## src/rtl/ring_mod_carrier_sequencer.sv

```systemverilog
`default_nettype none
// ============================================================================
// Module   : ring_mod_carrier_sequencer
// Brief    : Carrier divider selection for the ring modulator. Manual stepping
//            uses debounced keys; auto mode arpeggiates the 8-entry table.
// Revision : 1.0 - initial release
// ============================================================================
module ring_mod_carrier_sequencer #(
   parameter int DEBOUNCE_CYCLES = 500000,
   parameter int TEMPO_BASE      = 6250000
) (
   input  logic        CLK,
   input  logic        RST_N,
   input  logic        key3,
   input  logic        key2,
   input  logic        sw_enable,
   input  logic        sw_auto,
   input  logic        sw_pingpong,
   input  logic [1:0]  tempo_sel,
   output logic [31:0] frequency,
   output logic        freq_valid,
   output logic [2:0]  step_index,
   output logic        disabled
);

   localparam int             DBW     = $clog2(DEBOUNCE_CYCLES) + 1;
   localparam logic [DBW-1:0] DB_LAST = DBW'(DEBOUNCE_CYCLES - 1);

   localparam logic [1:0] MODE_OFF    = 2'd0;
   localparam logic [1:0] MODE_MANUAL = 2'd1;
   localparam logic [1:0] MODE_AUTO   = 2'd2;

   logic [1:0]  w_keys;
   logic [1:0]  w_press;
   logic [1:0]  w_mode;
   logic [31:0] w_period;
   logic        w_tempo_hit;
   logic [2:0]  w_next;

   logic [1:0]  mode_q;
   logic [2:0]  idx_q, idx_d;
   logic        dir_q, dir_d;
   logic        paused_q, paused_d;
   logic [31:0] tempo_q, tempo_d;
   logic [31:0] freq_q;
   logic        valid_q;

   function automatic logic [31:0] carrier(input logic [2:0] idx);
      case (idx)
         3'd0:    carrier = 32'd4111;
         3'd1:    carrier = 32'd3551;
         3'd2:    carrier = 32'd3255;
         3'd3:    carrier = 32'd3063;
         3'd4:    carrier = 32'd2367;
         3'd5:    carrier = 32'd1791;
         3'd6:    carrier = 32'd1751;
         default: carrier = 32'd1591;
      endcase
   endfunction

   assign w_keys = {key3, key2};

   // Bit 1 is key3, bit 0 is key2; each yields a one-cycle pulse on a debounced fall.
   genvar gi;
   generate
      for (gi = 0; gi < 2; gi++) begin : g_key
         logic           sync1_q, sync2_q, level_q, press_q;
         logic [DBW-1:0] cnt_q;

         always_ff @(posedge CLK or negedge RST_N) begin
            if (!RST_N) begin
               sync1_q <= 1'b1;
               sync2_q <= 1'b1;
               level_q <= 1'b1;
               press_q <= 1'b0;
               cnt_q   <= '0;
            end else begin
               sync1_q <= w_keys[gi];
               sync2_q <= sync1_q;
               press_q <= 1'b0;
               if (sync2_q != level_q) begin
                  if (cnt_q == DB_LAST) begin
                     level_q <= sync2_q;
                     press_q <= ~sync2_q;
                     cnt_q   <= '0;
                  end else begin
                     cnt_q <= cnt_q + 1'b1;
                  end
               end else begin
                  cnt_q <= '0;
               end
            end
         end

         assign w_press[gi] = press_q;
      end
   endgenerate

   always_comb begin
      w_mode = MODE_OFF;
      if (sw_enable) w_mode = sw_auto ? MODE_AUTO : MODE_MANUAL;
   end

   assign w_period    = 32'(TEMPO_BASE) << tempo_sel;
   assign w_tempo_hit = (tempo_q >= (w_period - 32'd1));

   // Pingpong bounces at the ends from the index alone, so a stale direction
   // left over from wrap mode still turns around at 7 or 0.
   always_comb begin
      w_next = idx_q + 3'd1;
      if (sw_pingpong) begin
         if (dir_q) w_next = (idx_q == 3'd7) ? 3'd6 : idx_q + 3'd1;
         else       w_next = (idx_q == 3'd0) ? 3'd1 : idx_q - 3'd1;
      end
   end

   always_comb begin
      idx_d    = idx_q;
      dir_d    = dir_q;
      paused_d = 1'b0;
      tempo_d  = '0;
      case (w_mode)
         MODE_MANUAL: begin
            if (w_press[0] && !w_press[1] && idx_q != 3'd7)
               idx_d = idx_q + 3'd1;
            else if (w_press[1] && !w_press[0] && idx_q != 3'd0)
               idx_d = idx_q - 3'd1;
         end
         MODE_AUTO: begin
            paused_d = paused_q;
            tempo_d  = tempo_q;
            if (w_press[1]) begin
               idx_d    = 3'd0;
               dir_d    = 1'b1;
               paused_d = 1'b0;
               tempo_d  = '0;
            end else begin
               if (w_press[0]) paused_d = ~paused_q;
               if (!paused_q) begin
                  if (w_tempo_hit) begin
                     tempo_d = '0;
                     idx_d   = w_next;
                     if (sw_pingpong) begin
                        if (w_next == 3'd7)      dir_d = 1'b0;
                        else if (w_next == 3'd0) dir_d = 1'b1;
                     end
                  end else begin
                     tempo_d = tempo_q + 32'd1;
                  end
               end
            end
         end
         default: ;
      endcase
   end

   always_ff @(posedge CLK or negedge RST_N) begin
      if (!RST_N) begin
         mode_q   <= MODE_OFF;
         idx_q    <= 3'd1;
         dir_q    <= 1'b1;
         paused_q <= 1'b0;
         tempo_q  <= '0;
         freq_q   <= 32'd3551;
         valid_q  <= 1'b0;
      end else begin
         mode_q   <= w_mode;
         idx_q    <= idx_d;
         dir_q    <= dir_d;
         paused_q <= paused_d;
         tempo_q  <= tempo_d;
         freq_q   <= carrier(idx_d);
         valid_q  <= (idx_d != idx_q);
      end
   end

   assign frequency  = freq_q;
   assign freq_valid = valid_q;
   assign step_index = idx_q;
   assign disabled   = (mode_q == MODE_OFF);

endmodule
`default_nettype wire

```

## config.mk

```make
export PLATFORM = sky130hd
export DESIGN_NAME = ring_mod_carrier_sequencer
export DESIGN_NICKNAME = d
export VERILOG_FILES = /design/src/rtl/ring_mod_carrier_sequencer.sv
export SDC_FILE = /design/constraint.sdc
export NUM_CORES = 1
export LEC_CHECK = 0
export ABC_AREA = 0
export CORE_UTILIZATION = 51
export CTS_BUF_LIST = sky130_fd_sc_hd__clkbuf_8 sky130_fd_sc_hd__clkbuf_16
export DETAILED_ROUTE_END_ITERATION = 10
export PLACE_DENSITY = 0.71
export SYNTH_ARGS = -nofsm -noshare
export SYNTH_HDL_FRONTEND = slang
export SYNTH_SLANG_ARGS = --single-unit
```

## constraint.sdc

```tcl
create_clock -name CLK -period 5.9 [get_ports CLK]
set_input_delay 1.18 -clock CLK [delete_from_list [all_inputs] [get_ports CLK]]
set_output_delay 1.18 -clock CLK [all_outputs]
set_load 0.1 [all_outputs]
```

After elaboration in Yosys (flattened, before gate mapping)

Cells that the tools add are included.

Flip-flop bits (word level): 120
Output and inout port bits: 37
Word-level logic and storage cells: 98

$add $sub $neg: 6
Order comparisons: 1
Equality and inequality tests: 19
Shift operators: 1
Multiplexer cells: 34
Bitwise logic cells: 3
Reductions and logical operators: 17

Operator list:

| cell                                                                     | count |
|---|---|
| 32-bit two-way mux                                                       | 4 |
| 13-bit case mux with 7 select lines                                      | 1 |
| 20-bit two-way mux                                                       | 4 |
| 20-bit by 1-bit adder with 20-bit output (second input constant)         | 2 |
| 20-bit by 19-bit equality test with 1-bit output (second input constant) | 2 |
| 32-bit by 1-bit adder with 32-bit output (second input constant)         | 1 |
| 32-bit greater-or-equal comparator                                       | 1 |
| 23-bit by 2-bit << shifter with 32-bit output (first input constant)     | 1 |
| 32-bit by 1-bit subtractor with 32-bit output (second input constant)    | 1 |
| 3-bit two-way mux                                                        | 9 |
| 3-bit equality test (second input constant)                              | 5 |
| 1-bit two-way mux                                                        | 13 |
| 3-bit zero test                                                          | 3 |
| 3-bit inequality test (second input constant)                            | 3 |
| 3-bit by 2-bit equality test with 1-bit output (second input constant)   | 2 |
| 3-bit case mux with 2 select lines                                       | 1 |
| 3-bit nonzero test                                                       | 2 |
| 5-bit AND reduction                                                      | 1 |
| 1-bit logical AND                                                        | 4 |
| 2-bit two-way mux                                                        | 2 |
| 2-bit AND reduction                                                      | 2 |
| 2-bit nonzero test                                                       | 2 |
| 3-bit by 1-bit adder with 3-bit output (second input constant)           | 1 |
| 3-bit by 1-bit equality test with 1-bit output (second input constant)   | 1 |
| 9 further kinds                                                          | 13 |

Depth between registers and ports, before layout

Gate-level depths: netlist of run 1.

Depth after elaboration: 11
Depth in mapped cells: 14

Least setup slack after synthesis of run 1

Ideal clock, no wire load.

Path kind: input -> register
Start point: in tempo_sel[1]
End point: reg freq_q[9], in the netlist frequency[9]
Setup time: 0.126 ns
Data arrival time: 3.852 ns
Slack: 1.922 ns
Cell stages on the path: 13
Buffers on the path: 1
Path through: nand2_1 inv_1 ha_1 ha_1 a21oi_1 nand2_1 o2111a_1 o311a_1 or3_1 buf_6 a221oi_4 inv_2 maj3_2

Cells in the longest elaborated chain, start to end: 9
Elaborated cells on any way between the ends: 15

RTL lines:

| what                                              | line | source |
|---|---|---|
| start: declaration                                | 19   | `input logic [1:0] tempo_sel,` |
| 23-bit by 2-bit << shifter with 32-bit output (*) | 104  | `assign w_period = 32'(TEMPO_BASE) << tempo_sel;` |
| 32-bit by 1-bit subtractor with 32-bit output (*) | 105  | `assign w_tempo_hit = (tempo_q >= (w_period - 32'd1));` |
| 32-bit greater-or-equal comparator (*)            | 105  |  |
| 3-bit two-way mux (*)                             | 140  | `if (w_tempo_hit) begin` |
| 3-bit two-way mux (*)                             | 139  | `if (!paused_q) begin` |
| 3-bit two-way mux (*)                             | 132  | `if (w_press[1]) begin` |
| 3-bit case mux with 2 select lines (*)            | 122  | `case (w_mode)` |
| named net idx_d[2]                                | 41   | `logic [2:0] idx_q, idx_d;` |
| 3-bit equality test (tied with other cells)       | 49   | `case (idx)` |
| 13-bit case mux with 7 select lines (*)           | 49   |  |
| end signal: assignment                            | 172  | `freq_q <= carrier(idx_d);` |
| end: declaration                                  | 45   | `logic [31:0] freq_q;` |

Mark *: on every way through the listed nets, which the timed path passes. The rest lies on a longest branch.
A chain may end at the register's enable or synchronous reset.

Final worst setup path of run 1

Ends and elaborated chain as after synthesis.

==> key figures, run 1 <==
Setup path
  – R2R Setup Slk: between 2 and 3 ns
  – Crit. End Element: register
  – Worst r2r src: step_index[0]$_DFF_PN1_
  – Reg2reg end: frequency[9]$_DFF_PN0_
  – Crit path buffers/inverters: 3
  – Startpoint Class: primary input
  – Critical path fanouts, max: 7
  – CP endpoint: frequency[9]$_DFF_PN0_
  – Slowest-stage cell, CP: clkdlybuf4s50_1
  – WP depth: 13
  – CP delay by family, top: compound AO/OA/AOI/OAI gates
  – CP peak stage delay: just over 0.6 ns
  – Arrival time at the worst endpoint: around 4.8 ns
  – Crit. Startpoint: tempo_sel[1]
  – CP cell instances: clkdlybuf4s50_1, nand2_1, inv_1, ha_1, ha_1, a21oi_1, nand2_1, o2111a_1, o311a_1, or3_1, a221oi_4, inv_2, maj3_2
  – Crit Path Category: primary input to register
  – FF-to-FF path depth: 11
  – WP data required: about 6.2 ns

Pwr
  – Net Sw Frac: between 20 and 30%
  – Flop pwr share: roughly 57%
  – Clock power share: about a third
  – PD cells: approximately 200 nW/um^2
  – LEAKAGE: roughly 2.7 nW
  – Cell Int Power: 0.000854 W
  – Peak supply drop: around 0.00014 V
  – Comb pwr share: between 10% and 20%
  – Switching Power: about 0.00035 W

Clocking
  – H-tree Lvls: 3
  – Resized cells post-CTS: 0
  – CTS Hold Bufs: 0
  – Clk buf depth: 2
  – Latest clock arrival within the worst-skew pair: roughly 0.37 ns
  – Clock slew at reported path FFs: around 0.09 ns
  – CTS Buf Count: 9
  – Root Driver: clkbuf_8
  – CTS tree: done
  – Setup bufs post-CTS: 0
  – CTS sink cnt: around 100

Yosys
  – Post-synth EDFFs: 0
  – Post-synth top cells: dfrtp_1 (83), nor2_1 (66), nand2_1 (61), o21ai_0 (45), nand3_1 (35)
  – Mapped Cells: around 600
  – Cell variety after synth: between 50 and 60
  – Most common cell in the synthesized netlist: dfrtp_1
  – Ys Warns: 0
  – Post-Syn Area per Cell: approximately 9.3 um^2
  – Dominant cells by area after synthesis: dfrtp_1 (37%), dfstp_2 (7.0%), ha_1 (6.7%)
  – Cell taking the most area after synthesis: dfrtp_1
  – Yosys top cell area share: 36.9%
  – Synthesized cell area: 5620 um^2
  – Ys flop type: dfrtp_1
  – Flops & latches, synth: between 90 and 100
  – Seq/Total Area, Yosys: approximately 44%
  – Post-synth ARST share: 100%

Placed design
  – Buffers added on ports: 23
  – Post-DP HPWL: ~7700 um
  – Pre-CTS setup slack: 0.990 ns
  – RePlAce Congestion: approximately 0.84

Drt
  – Via density: roughly 5.6
  – Post-Route WL: ~11000 um
  – DRT iter0 DRCs: approximately 260
  – Detail Route Antenna Nets: 0
  – DRC: 0
  – Vias: 4307
  – Wirelength per Cell: about 14 um
  – Drt pass-1 iters: 5

STA
  – Fin worst setup slack: around 1.4 ns
  – Max frequency: ~0.22 GHz
  – RSZ-0062 raised after global routing: false
  – Setup TNS: 0 ns
  – Pins Over Slew Limit: 0
  – Final period utilization: between 70% and 80%
  – Tmin final: approximately 4.5 ns
  – Worst hold slack: approximately 0.36 ns
  – Clock Skews: approximately 0.0093 ns
  – Endpoints failing setup: 0
  – Least-Margin Pin Slew: 0.977 ns
  – Final Hold Viols: 0
  – Slew headroom: approximately a third

Global route
  – Largest net degree at the start of global routing: 57
  – GRT Total Usage: slightly above 20%
  – Antenna violations before repair: 0
  – Vias in the first global route: slightly below 4000
  – First-pass GRT wire length: around 18000 um
  – Total global routing overflow: 0

Floorplan
  – Core area: about 11000 um^2
  – Die width: around 110 um
  – IO Pins: between 40 and 50
  – Die Y: approximately 110 um
  – Rows: 37
  – Die area: approximately 11000 um^2
  – Initial Utilization: 53.5%

Flow run
  – Max Cap Violations: 0

Outcome
  – Outcome: completed

Finish
  – Area grow syn2layout: 7.85%
  – Final Util: between 50% and 60%
  – Nets: between 600 and 700
  – # diodes: 0
  – Layout cells sized above 1: ~7.4%
  – Fill cell count: between 900 and 1000

Hold path
  – Hold Crit Class: register to register
[worst min-delay path by stage]
stage / startpoint / end / slack [ns] / cells past startpoint
after floorplan: g_key[0].sync1_q$_DFF_PN1_ / g_key[0].sync2_q$_DFF_PN1_ / 0.35 / 0
after global placement: g_key[0].sync1_q$_DFF_PN1_ / g_key[0].sync2_q$_DFF_PN1_ / 0.35 / 0
after detailed placement: g_key[0].sync1_q$_DFF_PN1_ / g_key[0].sync2_q$_DFF_PN1_ / 0.35 / 0
after CTS: g_key[0].sync1_q$_DFF_PN1_ / g_key[0].sync2_q$_DFF_PN1_ / 0.37 / 0
after global routing: g_key[0].sync1_q$_DFF_PN1_ / g_key[0].sync2_q$_DFF_PN1_ / 0.37 / 0
final: g_key[0].sync1_q$_DFF_PN1_ / g_key[0].sync2_q$_DFF_PN1_ / 0.36 / 0
[flip-flops by register name, summed over array words and instances, names as in the netlist, 2 cells and up]
| signal | count |
|---|---|
| g_key.sync1_q | 2 |
| mode_q | 2 |
| g_key.cnt_q | 40 |
| g_key.sync2_q | 2 |
| tempo_q | 32 |
| g_key.press_q | 2 |
| frequency | 10 |
| step_index | 3 |
| g_key.level_q | 2 |
[cells in the final DEF (no fill, tap or decap), drive strengths merged, types with 2 or more instances in the layout]
| cell type | instances |
|---|---|
| buf | 4 |
| xor2 | 30 |
| clkinvlp | 2 |
| nor2b | 8 |
| and2 | 5 |
| a21o | 4 |
| and3 | 21 |
| clkdlybuf4s50 | 22 |
| nor4 | 4 |
| or3 | 6 |
| o21ai | 46 |
| nor3b | 6 |
| conb | 26 |
| mux2 | 2 |
| nor4b | 3 |
| clkinv | 2 |
| o32a | 2 |
| nor3 | 5 |
| inv | 27 |
| a21oi | 20 |
| dfstp | 15 |
| nor2 | 66 |
| nand3 | 35 |
| a31oi | 5 |
| o31ai | 14 |
| mux2i | 3 |
| ha | 30 |
| o21a | 4 |
| clkbuf | 9 |
| o211ai | 2 |
| nand4 | 13 |
| nand2b | 8 |
| maj3 | 2 |
| a221oi | 2 |
| xnor2 | 12 |
| a211oi | 4 |
| nand2 | 61 |
| dfrtp | 83 |
| o41ai | 6 |
[layer usage]
layer / up-vias / wire, um / GRT usage, %
met3: 12 / 395 / 4.92
li1: 2119 / - / -
met1: 2092 / 5210 / 27.8
met5: - / 0 / 0
met2: 84 / 5060 / 31.5
met4: 0 / 109 / 6.65
[cell type report]
| cell class | count | area, um^2 | share of cell area (%) |
|---|---|---|---|
| multi-input cells | 467 | 2910 | 48.0 |
| clock inverters | 7 | 47.5 | 0.784 |
| repair buffers | 26 | 250 | 4.13 |
| inverters | 24 | 90.1 | 1.49 |
| clock buffers | 9 | 124 | 2.04 |
| well taps | 136 | 170 | 2.81 |
| flip-flops and latches | 98 | 2470 | 40.7 |
[metrics by stage]
| step | area, um^2 | total power [W] | instances |
|---|---|---|---|
| detailed placement | 5890 | 0.000829 | 751 |
| global route | 6060 | 0.00127 | 767 |
| global placement | 5890 | 0.000827 | 751 |
| finish | 6060 | 0.00120 | 767 |
| floorplan | 5710 | 0.000811 | 627 |
| CTS | 6060 | 0.00122 | 767 |
[power groups by stage]
stage,clock network (W),registers (W),logic (W)
6_report,0.000387,0.000685,0.000131
5_1_grt,0.000438,0.000686,0.000143
4_1_cts,0.000406,0.000685,0.000132
3_5_place_dp,0,0.000698,0.000131
3_3_place_gp,0,0.000697,0.000130
2_1_floorplan,0,0.000697,0.000114
[cell families (layout without fill, tap and decap cells)]
family	count (synthesis)	count (layout)	share of synthesized area, %
buffers and inverters	62	66	5.87
other	2	26	0.134
adders and majority gates	32	32	7.05
and+or+nand+nor	245	245	21.4
DFF	98	98	43.9
xor gates and xnor gates	42	42	6.54
AOI/OAI and AO/OA	117	117	13.9
muxes	5	5	1.16
Power figures use the tool's default switching activity.
==> run 2: changes to the inputs <==
--- a/config.mk
+++ b/config.mk
@@ -9,7 +9,7 @@
 export CORE_UTILIZATION = 51
 export CTS_BUF_LIST = sky130_fd_sc_hd__clkbuf_8 sky130_fd_sc_hd__clkbuf_16
 export DETAILED_ROUTE_END_ITERATION = 10
-export PLACE_DENSITY = 0.71
+export PLACE_DENSITY = 0.74
 export SYNTH_ARGS = -nofsm -noshare
 export SYNTH_HDL_FRONTEND = slang
 export SYNTH_SLANG_ARGS = --single-unit
==> constraint.sdc (replaced) <==
create_clock -name CLK -period 3.7 [get_ports CLK]
set_input_delay 0.74 -clock CLK [delete_from_list [all_inputs] [get_ports CLK]]
set_output_delay 0.74 -clock CLK [all_outputs]
set_load 0.1 [all_outputs]
==> key figures, run 2 (same netlist as run 1, synthesis figures left out) <==
Pwr
  – PD cells: 313 nW/um^2 (+58%)
  – Peak supply drop: 0.000175 V (+28%)
  – Power Total: 0.00197 W (+64%)
  – LEAKAGE: 2.88 nW (+5.5%)

Global route
  – GRT Total Usage: 21.3% (+1.1 points)
  – Total global routing overflow: 0 (unchanged)
  – Antenna violations before repair: 0 (unchanged)
  – First-pass GRT wire length: 19300 um (+5.7%)
  – Largest net degree at the start of global routing: 82 (+44%)
  – Vias in the first global route: 4246 (+8.6%)

Setup path
  – WP data required: 3.95 ns (-2.21 ns)
  – Critical path fanouts, max: 6 (-1)
  – Startpoint Class: primary input
  – Crit. End Element: register
  – Slowest-stage cell, CP: or3_1
  – Crit. Startpoint: tempo_sel[1]
  – CP peak stage delay: 0.39 ns (-0.23 ns)
  – CP cell instances: dlygate4sd2_1, nand2_1, inv_1, ha_1, ha_4, a21oi_2, nand2_1, o2111a_1, o311a_1, or3_1, buf_6, buf_4, o21ai_0, o2111ai_1, or3_1
  – Arrival time at the worst endpoint: 3.67 ns (-1.13 ns)
  – Crit Path Category: primary input to register
  – Worst r2r src: step_index[0]$_DFF_PN1_

Floorplan
  – Rows: 37 (unchanged)
  – Die area: 11400 um^2 (unchanged)
  – Initial Utilization: 53.5% (unchanged)
  – Die width: 107 um (unchanged)
  – Core area: 10500 um^2 (unchanged)
  – IO Pins: 46 (unchanged)
  – Die Y: 107 um (unchanged)

STA
  – RSZ-0062 raised after global routing: false
  – Slew headroom: 33.7% (-1.0 points)
  – Max frequency: 0.292 GHz
  – Tmin final: approximately 3.4 ns
  – Pins Over Slew Limit: 0 (unchanged)
  – Endpoints failing setup: 0 (unchanged)
  – Final period utilization: ~90%
  – Least-Margin Pin Slew: 0.995 ns (+0.0181 ns)
  – Clock Skews: 0.00708 ns (-0.00226 ns)
  – Final Hold Viols: 0 (unchanged)

Finish
  – Reg with most FFs: g_key.cnt_q
  – Max FFs per register: 40 (unchanged)
  – Area grow syn2layout: 12.1%
  – Commonest non-fill, non-tap cell in the layout: dfrtp_1
  – # diodes: 0 (unchanged)
  – Final cell count without fillers: 793 (+3.4%)
  – Layout cells sized above 1: 12.3% (+4.9 points)
  – Fill cell count: 897 (-1.8%)
  – Commonest cells after routing, fill and taps aside: dfrtp_1 (83), nor2_1 (65), nand2_1 (61), o21ai_0 (44), nand3_1 (35)
  – Nets: 691 (+3.9%)

Drt
  – Vias: 4428 (+2.8%)
  – Via density: 5.58 (-0.56%)
  – Detail Route Antenna Nets: 0 (unchanged)
  – Drt pass-1 iters: 4 (-1)
  – DRC: 0 (unchanged)
  – DRT iter0 DRCs: 353 (+35%)
  – Wirelength per Cell: 14.4 um (+2.3%)
  – Post-Route WL: 11400 um (+5.7%)

Clocking
  – Clk buf depth: 2 (unchanged)
  – CTS tree: done
  – Latest clock arrival within the worst-skew pair: 0.37 ns (about the same)
  – Clock slew at reported path FFs: 0.10 ns (about the same)
  – H-tree Lvls: 3 (unchanged)
  – Root Driver: clkbuf_8
  – CTS Hold Bufs: 0 (unchanged)
  – CTS Buf Count: 9 (unchanged)
  – CTS sink cnt: 98 (unchanged)

Placed design
  – Buffers added on ports: 23 (unchanged)
  – Post-DP HPWL: 8190 um (+6.8%)
  – RePlAce Congestion: 0.837 (-0.49%)
  – Placed insts: 777 (+3.5%)

Hold path
  – Hold Crit Start: g_key[1].sync1_q$_DFF_PN1_
  – Hold Crit Class: register to register

Outcome
  – Outcome: completed

Flow run
  – Max Cap Violations: 0 (unchanged)
## run 2: changes by cell type in the layout (fill, tap and decap cells not counted), sizes merged
| cell | delta |
|---|---|
| clkinv | +1 |
| clkinvlp | -1 |
| clkdlybuf4s50 | -4 |
| dlygate4sd2 | +1 |
| dlymetal6s2s | +1 |
| buf | +28 |
## run 2: final cells by class
class / count / area [um^2] / share of cell area (%)
clock inverters: 7 / 58.8 / 0.933
multi-input cells: 467 / 2940 / 46.7
repair buffers: 52 / 449 / 7.12
flip-flops and latches: 98 / 2470 / 39.2
inverters: 24 / 90.1 / 1.43
well taps: 136 / 170 / 2.70
clock buffers: 9 / 124 / 1.96
## run 2: worst paths after layout
check                                                to  slack (ns)  cells past startpoint
setup / recovery                   freq_valid$_DFF_PN0_        0.28                     15
hold / removal               g_key[1].sync2_q$_DFF_PN1_        0.36                      0
setup reg to reg                   freq_valid$_DFF_PN0_        0.57                     12
hold reg to reg              g_key[1].sync2_q$_DFF_PN1_        0.36                      0
max in group asynchronous  g_key[1].cnt_q[17]$_DFF_PN0_        2.33                      2
min in group asynchronous       tempo_q[13]$_DFFE_PN0P_        0.51                      1
## run 2: timing repair
| action | 4_1_cts | 5_1_grt |
|---|---|---|
| buffers inserted | 0 | 0 |
| pin swaps | 0 | 4 |
| gates resized for setup | 2 | 8 |
| endpoints found under the setup margin | 2 | 9 |
## run 2: layer usage
metal | track usage (%) | share of wire [%] | up-vias
met5 | 0 | 0 | -
met4 | 5.97 | 1.0 | 0
met3 | 3.59 | 3.5 | 9
met2 | 36.2 | 49 | 74
met1 | 28.0 | 46 | 2178
li1 | - | - | 2167
## run 2: where the power goes
group	internal, W	switching [W]	total, W
clock network	0.000255	0.000399	0.000655
logic	0.0000447	0.000179	0.000224
registers	0.00108	0.00000948	0.00109
total	0.00138	0.000588	0.00197
## run 2: worst max-delay path: cells and delay by family
| kind | cells | cell delay, ns |
|---|---|---|
| fa+ha+maj | 2 | 0.55 |
| simple gates | 4 | 0.87 |
| compound gates | 5 | 0.89 |
| buf+inv | 4 | 0.62 |
## run 2: through the flow
step           cell area (um^2)  worst slack [ns]  utilization, %  hold slack, ns  setup TNS, ns
2_1_floorplan              5710             0.162               -           0.345              0
3_3_place_gp               6080            -0.323            57.9           0.347          -3.40
3_5_place_dp               6080            -0.439            57.9           0.347          -4.37
4_1_cts                    6270            0.0251            59.6           0.359              0
5_1_grt                    6310             0.157            60.0           0.358              0
6_report                   6310             0.277            60.0           0.358              0
==> run 3: changes to the inputs <==
--- a/config.mk
+++ b/config.mk
@@ -8,6 +8,7 @@
 export ABC_AREA = 0
 export CORE_UTILIZATION = 51
 export CTS_BUF_LIST = sky130_fd_sc_hd__clkbuf_8 sky130_fd_sc_hd__clkbuf_16
+export CTS_CLUSTER_SIZE = 8
 export DETAILED_ROUTE_END_ITERATION = 10
 export PLACE_DENSITY = 0.74
 export SYNTH_ARGS = -nofsm -noshare
==> results of run 3 <==
Same layout as run 2: the final DEF is identical, and so are final timing and power.
==> RTL change 1, RTL diff (flow settings as in run 2) <==
Make the reset (`RST_N`) synchronous in 2 clocked blocks.
--- a/src/rtl/ring_mod_carrier_sequencer.sv
+++ b/src/rtl/ring_mod_carrier_sequencer.sv
@@ -68,5 +68,5 @@
          logic [DBW-1:0] cnt_q;
 
-         always_ff @(posedge CLK or negedge RST_N) begin
+         always_ff @(posedge CLK) begin
             if (!RST_N) begin
                sync1_q <= 1'b1;
@@ -155,5 +155,5 @@
    end
 
-   always_ff @(posedge CLK or negedge RST_N) begin
+   always_ff @(posedge CLK) begin
       if (!RST_N) begin
          mode_q   <= MODE_OFF;
Function: differs if RST_N is asserted again (counterexample within 4 cycles, from zero or initial values and one cycle with RST_N low); with RST_N held inactive, the same outputs for 10 cycles.
==> RTL change 1 against run 2 <==
Sequential cell count did not move. Critical path depth fell by 1. Synthesized area decreased by 6.9%. Setup slack got worse by 0.033 ns. Final area down 9.6%. Clock power grew 3.2%. Routed wire length down 15%. Total power increased by 7.7%. Sequential share of layout area shrank 4.8 points. Critical path type unchanged.
==> RTL change 1: results <==
group,metric,value,unit
drt,dr.pass1.iters,4,
cts,clk_latency,0.36,ns
setup_path,worstReg2RegEnd,"freq_valid$_SDFF_PN0_",
final_layout,drive_gt1_frac,0.0680,
synthesis,synth-async-reset-ratio,0,
synthesis,syn_area_per_cell,8.49,sq um
cts,cts.path.max_buffers,2,
synthesis,yosysSeqAreaShare,0.375,
setup_path,worstReg2RegStart,"step_index[0]$_SDFF_PN1_",
global_routing,grt_use_total,0.202,
final_layout,nNetsFinal,679,
drt,drt-total-wl,9680,um
place,place_hpwl,7320,um
setup_path,rrSetupSlack,0.59,ns
cts,clk_pin_slew,0.09,ns
place,dp_worst_setup_slack,-0.108,ns
setup_path,crit_slowest_cell,"clkdlybuf4s50_1",
power,peakVddDrop,245,uV
global_routing,first_global_vias,3820,
setup_path,worstPathArrival,3.72,ns
global_routing,grt_max_degree,32,
cts,htreeDepth,3,
power,power_leakage,2.16,nW
global_routing,grt_pass1_wl,16900,um
setup_path,reg2reg_depth,11,
place,place.gp.congestion,0.874,
global_routing,antenna_found_initial,0,
cts,cts_setup_buffers,0,
synthesis,synthTopCellsByArea,"dfxtp_1 37%, xor2_1 7.4%, nor2_1 7.3%",
sta,finalClockSkew,0.0102,ns
setup_path,critPathMaxFanout,4,
place,place_inst,764,
setup_path,cp-endpoint,"frequency[4]$_SDFF_PN1_",
final_layout,regMostFlops,"g_key.cnt_q",
cts,numCtsBuffers,9,
power,power_switching,0.000660,W
worst_hold_path,hold_class,"reg -> reg",
status,status,"completed",
sta,tightest_slew,0.977,ns
cts,cts_resized,0,
worst_hold_path,hp-start,"g_key[0].sync1_q$_SDFF_PN1_",
synthesis,ys_types,71,
cts,cts_root_buf,"clkbuf_8",
final_layout,largest_register_ffs,40,
drt,post_drt_via_cell_ratio,5.18,
final_layout,antennaDiodeCount,0,
sta,finalWorstSetupSlack,0.243,ns
synthesis,synthTopCellsByCount,"102 x nor2_1, 98 x dfxtp_1, 60 x nand2_1, 44 x xor2_1, 30 x nand3_1",
setup_path,cp-startpoint,"tempo_sel[1]",
place,port_buffers,23,
final_layout,fin_cells,780,
setup_path,slowest_delay,0.45,ns
synthesis,ys_warn_count,0,
drt,drt_first_iter_violations,166,
RTL change 1: cell count changes after synthesis, sizes merged, moves of 5 or more:
cell    before  now
o41ai        6    1
xor2        30   44
xnor2       12   26
clkbuf      13    7
nor4         4   10
nor2        66  104
buf         25   31
o21ai       46   10
dfstp       15    0
dfrtp       83    0
o31ai       14    1
dfxtp        0   98
RTL change 1: worst min path at each step:
stage,slack (ns),cells after the start,to
final,0.42,1,g_key[0].sync2_q$_SDFF_PN1_
after global placement,0.39,1,g_key[0].sync2_q$_SDFF_PN1_
after global routing,0.46,1,g_key[0].sync2_q$_SDFF_PN1_
after floorplan,0.39,1,g_key[0].sync2_q$_SDFF_PN1_
after CTS,0.42,1,g_key[0].sync2_q$_SDFF_PN1_
after detailed placement,0.40,1,g_key[0].sync2_q$_SDFF_PN1_
RTL change 1: logic make-up (layout without fill, tap and decap cells):
kind of cell | Yosys count | in the layout | synth area share
AOI/OAI and AO/OA | 62 | 62 | 0.0830
xor gates and xnor gates | 70 | 70 | 0.117
adders and majority gates | 29 | 29 | 0.0689
buffers and inverters | 62 | 71 | 0.0696
DFF | 98 | 98 | 0.375
muxes | 6 | 6 | 0.0115
other | 2 | 24 | 0.00144
and+or+nand+nor | 287 | 287 | 0.274
RTL change 1: layer usage:
layer	up-vias	track usage	routed length (um)
met5	-	0	0
met4	0	0.0683	121
met3	10	0.0464	278
met2	56	0.365	4850
met1	1879	0.235	4430
li1	2095	-	-
RTL change 1: cell type report:
class,count,area (sq um)
Clock buffer,9,124
Clock inverter,7,70.1
Fill cell,857,4160
Inverter,23,86.3
Multi-Input combinational cell,478,2990
Sequential cell,98,1960
Tap cell,133,166
Timing Repair Buffer,32,305
RTL change 1: metrics by stage:
| stage | area, sq um | util |
|---|---|---|
| final | 5700 | 0.578 |
| after global routing | 5700 | 0.578 |
| after CTS | 5700 | 0.578 |
| after detailed placement | 5510 | 0.558 |
| after global placement | 5510 | 0.558 |
| after floorplan | 5320 | - |
RTL change 1: power by group through the flow:
stage	registers, W	logic (W)	clock network (W)
2_1_floorplan	0.00120	0.000228	0
3_3_place_gp	0.00111	0.000358	0
3_5_place_dp	0.00111	0.000363	0
4_1_cts	0.00108	0.000364	0.000699
5_1_grt	0.00109	0.000387	0.000747
6_report	0.00108	0.000364	0.000676
RTL change 1: worst max-delay path: cells and delay by family:
family	cells	cell delay, ns
buffers and inverters	4	0.75
adders and majority gates	2	0.58
and+or+nand+nor	5	1.07
AOI/OAI and AO/OA	3	0.59
==> RTL change 2, RTL diff (settings of run 2) <==
Without the edit above. The parameter `DEBOUNCE_CYCLES` goes from 500000 to 1000000.
--- a/src/rtl/ring_mod_carrier_sequencer.sv
+++ b/src/rtl/ring_mod_carrier_sequencer.sv
@@ -7,5 +7,5 @@
 // ============================================================================
 module ring_mod_carrier_sequencer #(
-   parameter int DEBOUNCE_CYCLES = 500000,
+   parameter int DEBOUNCE_CYCLES = 1000000,
    parameter int TEMPO_BASE      = 6250000
 ) (
Function: no difference found for any inputs over 10 cycles, from zero or initial values and one cycle with RST_N low; that may be too few to reach the edited logic, so the function may still have changed.
==> RTL change 2 against run 2 <==
Setup slack gained 0.042 ns. Core utilization rose by 0.95 points. Synthesized area is 2.8% higher. Routed wire length is 4.3% higher. Final area up 5.7%. Largest cell class unchanged. Sequential cell count rose by 2.
Power is not compared: it rests on default switching activity, and its combinational part moved more than twofold at a synthesized area within 25%.
==> RTL change 2: results <==
group,metric,value,unit
setup_path,crit_slowest_cell,"or4_4",
synthesis,yosysSeqAreaShare,0.436,
drt,m1WireLength,5410,um
cts,cts_setup_buffers,1,
cts,cts_root_buf,"clkbuf_16",
drt,via_count,4643,
place,place_hpwl,8330,um
synthesis,synth.area.mux_share,0.0154,
setup_path,worstPathArrival,3.66,ns
final_layout,regMostFlops,"g_key.cnt_q",
drt,drt_first_iter_violations,396,
synthesis,synthTopCellsByCount,"85 x dfrtp_1, 78 x nor2_1, 51 x o21ai_0, 50 x nand2_1, 37 x nand3_1",
setup_path,cp-startpoint,"tempo_sel[0]",
synthesis,synth_compound_area_frac,0.142,
synthesis,synth_adder_area_share,0.0710,
cts,clk_latency,0.35,ns
setup_path,reg2reg_depth,10,
final_layout,nNetsFinal,723,
synthesis,ys_types,63,
cts,clk_pin_slew,0.07,ns
global_routing,grt_max_degree,62,
global_routing,gr-usage-met1,0.283,
final_layout,fillers,932,
global_routing,met2_usage,0.363,
global_routing,grt_use_total,0.218,
setup_path,rrSetupSlack,0.39,ns
setup_path,slowest_delay,0.45,ns
status,status,"completed",
final_layout,largest_register_ffs,42,
drt,dr_wl_met2,5820,um
setup_path,cpLargestDelayFamily,"simple AND/OR/NAND/NOR gates",
drt,dr.pass1.iters,5,
sta,finalClockSkew,0.00573,ns
sta,relSlewSlack,0.341,
setup_path,critPathMaxFanout,7,
global_routing,first_global_vias,4416,
final_layout,drive_gt1_frac,0.130,
synthesis,synthTopCellsByArea,"dfrtp_1 37%, ha_1 6.9%, dfstp_2 6.8%",
place,dp_worst_setup_slack,-0.373,ns
global_routing,use_met3,0.0530,
sta,holdWs,0.357,ns
place,place.gp.congestion,0.909,
drt,wl_per_cell,14.4,um
global_routing,grt_pass1_wl,20300,um
[RTL change 2: kinds of logic after synthesis]
family / after synthesis
simple gates: 253
compound gates: 129
flops: 100
buf+inv: 62
xor+xnor: 41
fa+ha+maj: 33
mux: 8
other cells: 2
[RTL change 2: final cells by class]
class	instances	area, sq um	area share
sequential	100	2520	0.378
inverter	22	85.1	0.0128
clock buffer	9	225	0.0338
clock inverter	7	77.6	0.0116
tap	140	175	0.0263
timing repair buffer	57	520	0.0781
multi-input combinational	492	3060	0.459
[RTL change 2: through the flow]
stage | area [sq um] | total power (W) | std cells | setup TNS, ns
finish | 6670 | 0.00277 | 827 | 0
global route | 6670 | 0.00288 | 827 | 0
CTS | 6610 | 0.00278 | 823 | 0
detailed placement | 6290 | 0.00183 | 806 | -5.54
floorplan | 5880 | 0.00169 | 654 | 0
global placement | 6290 | 0.00182 | 806 | -2.48
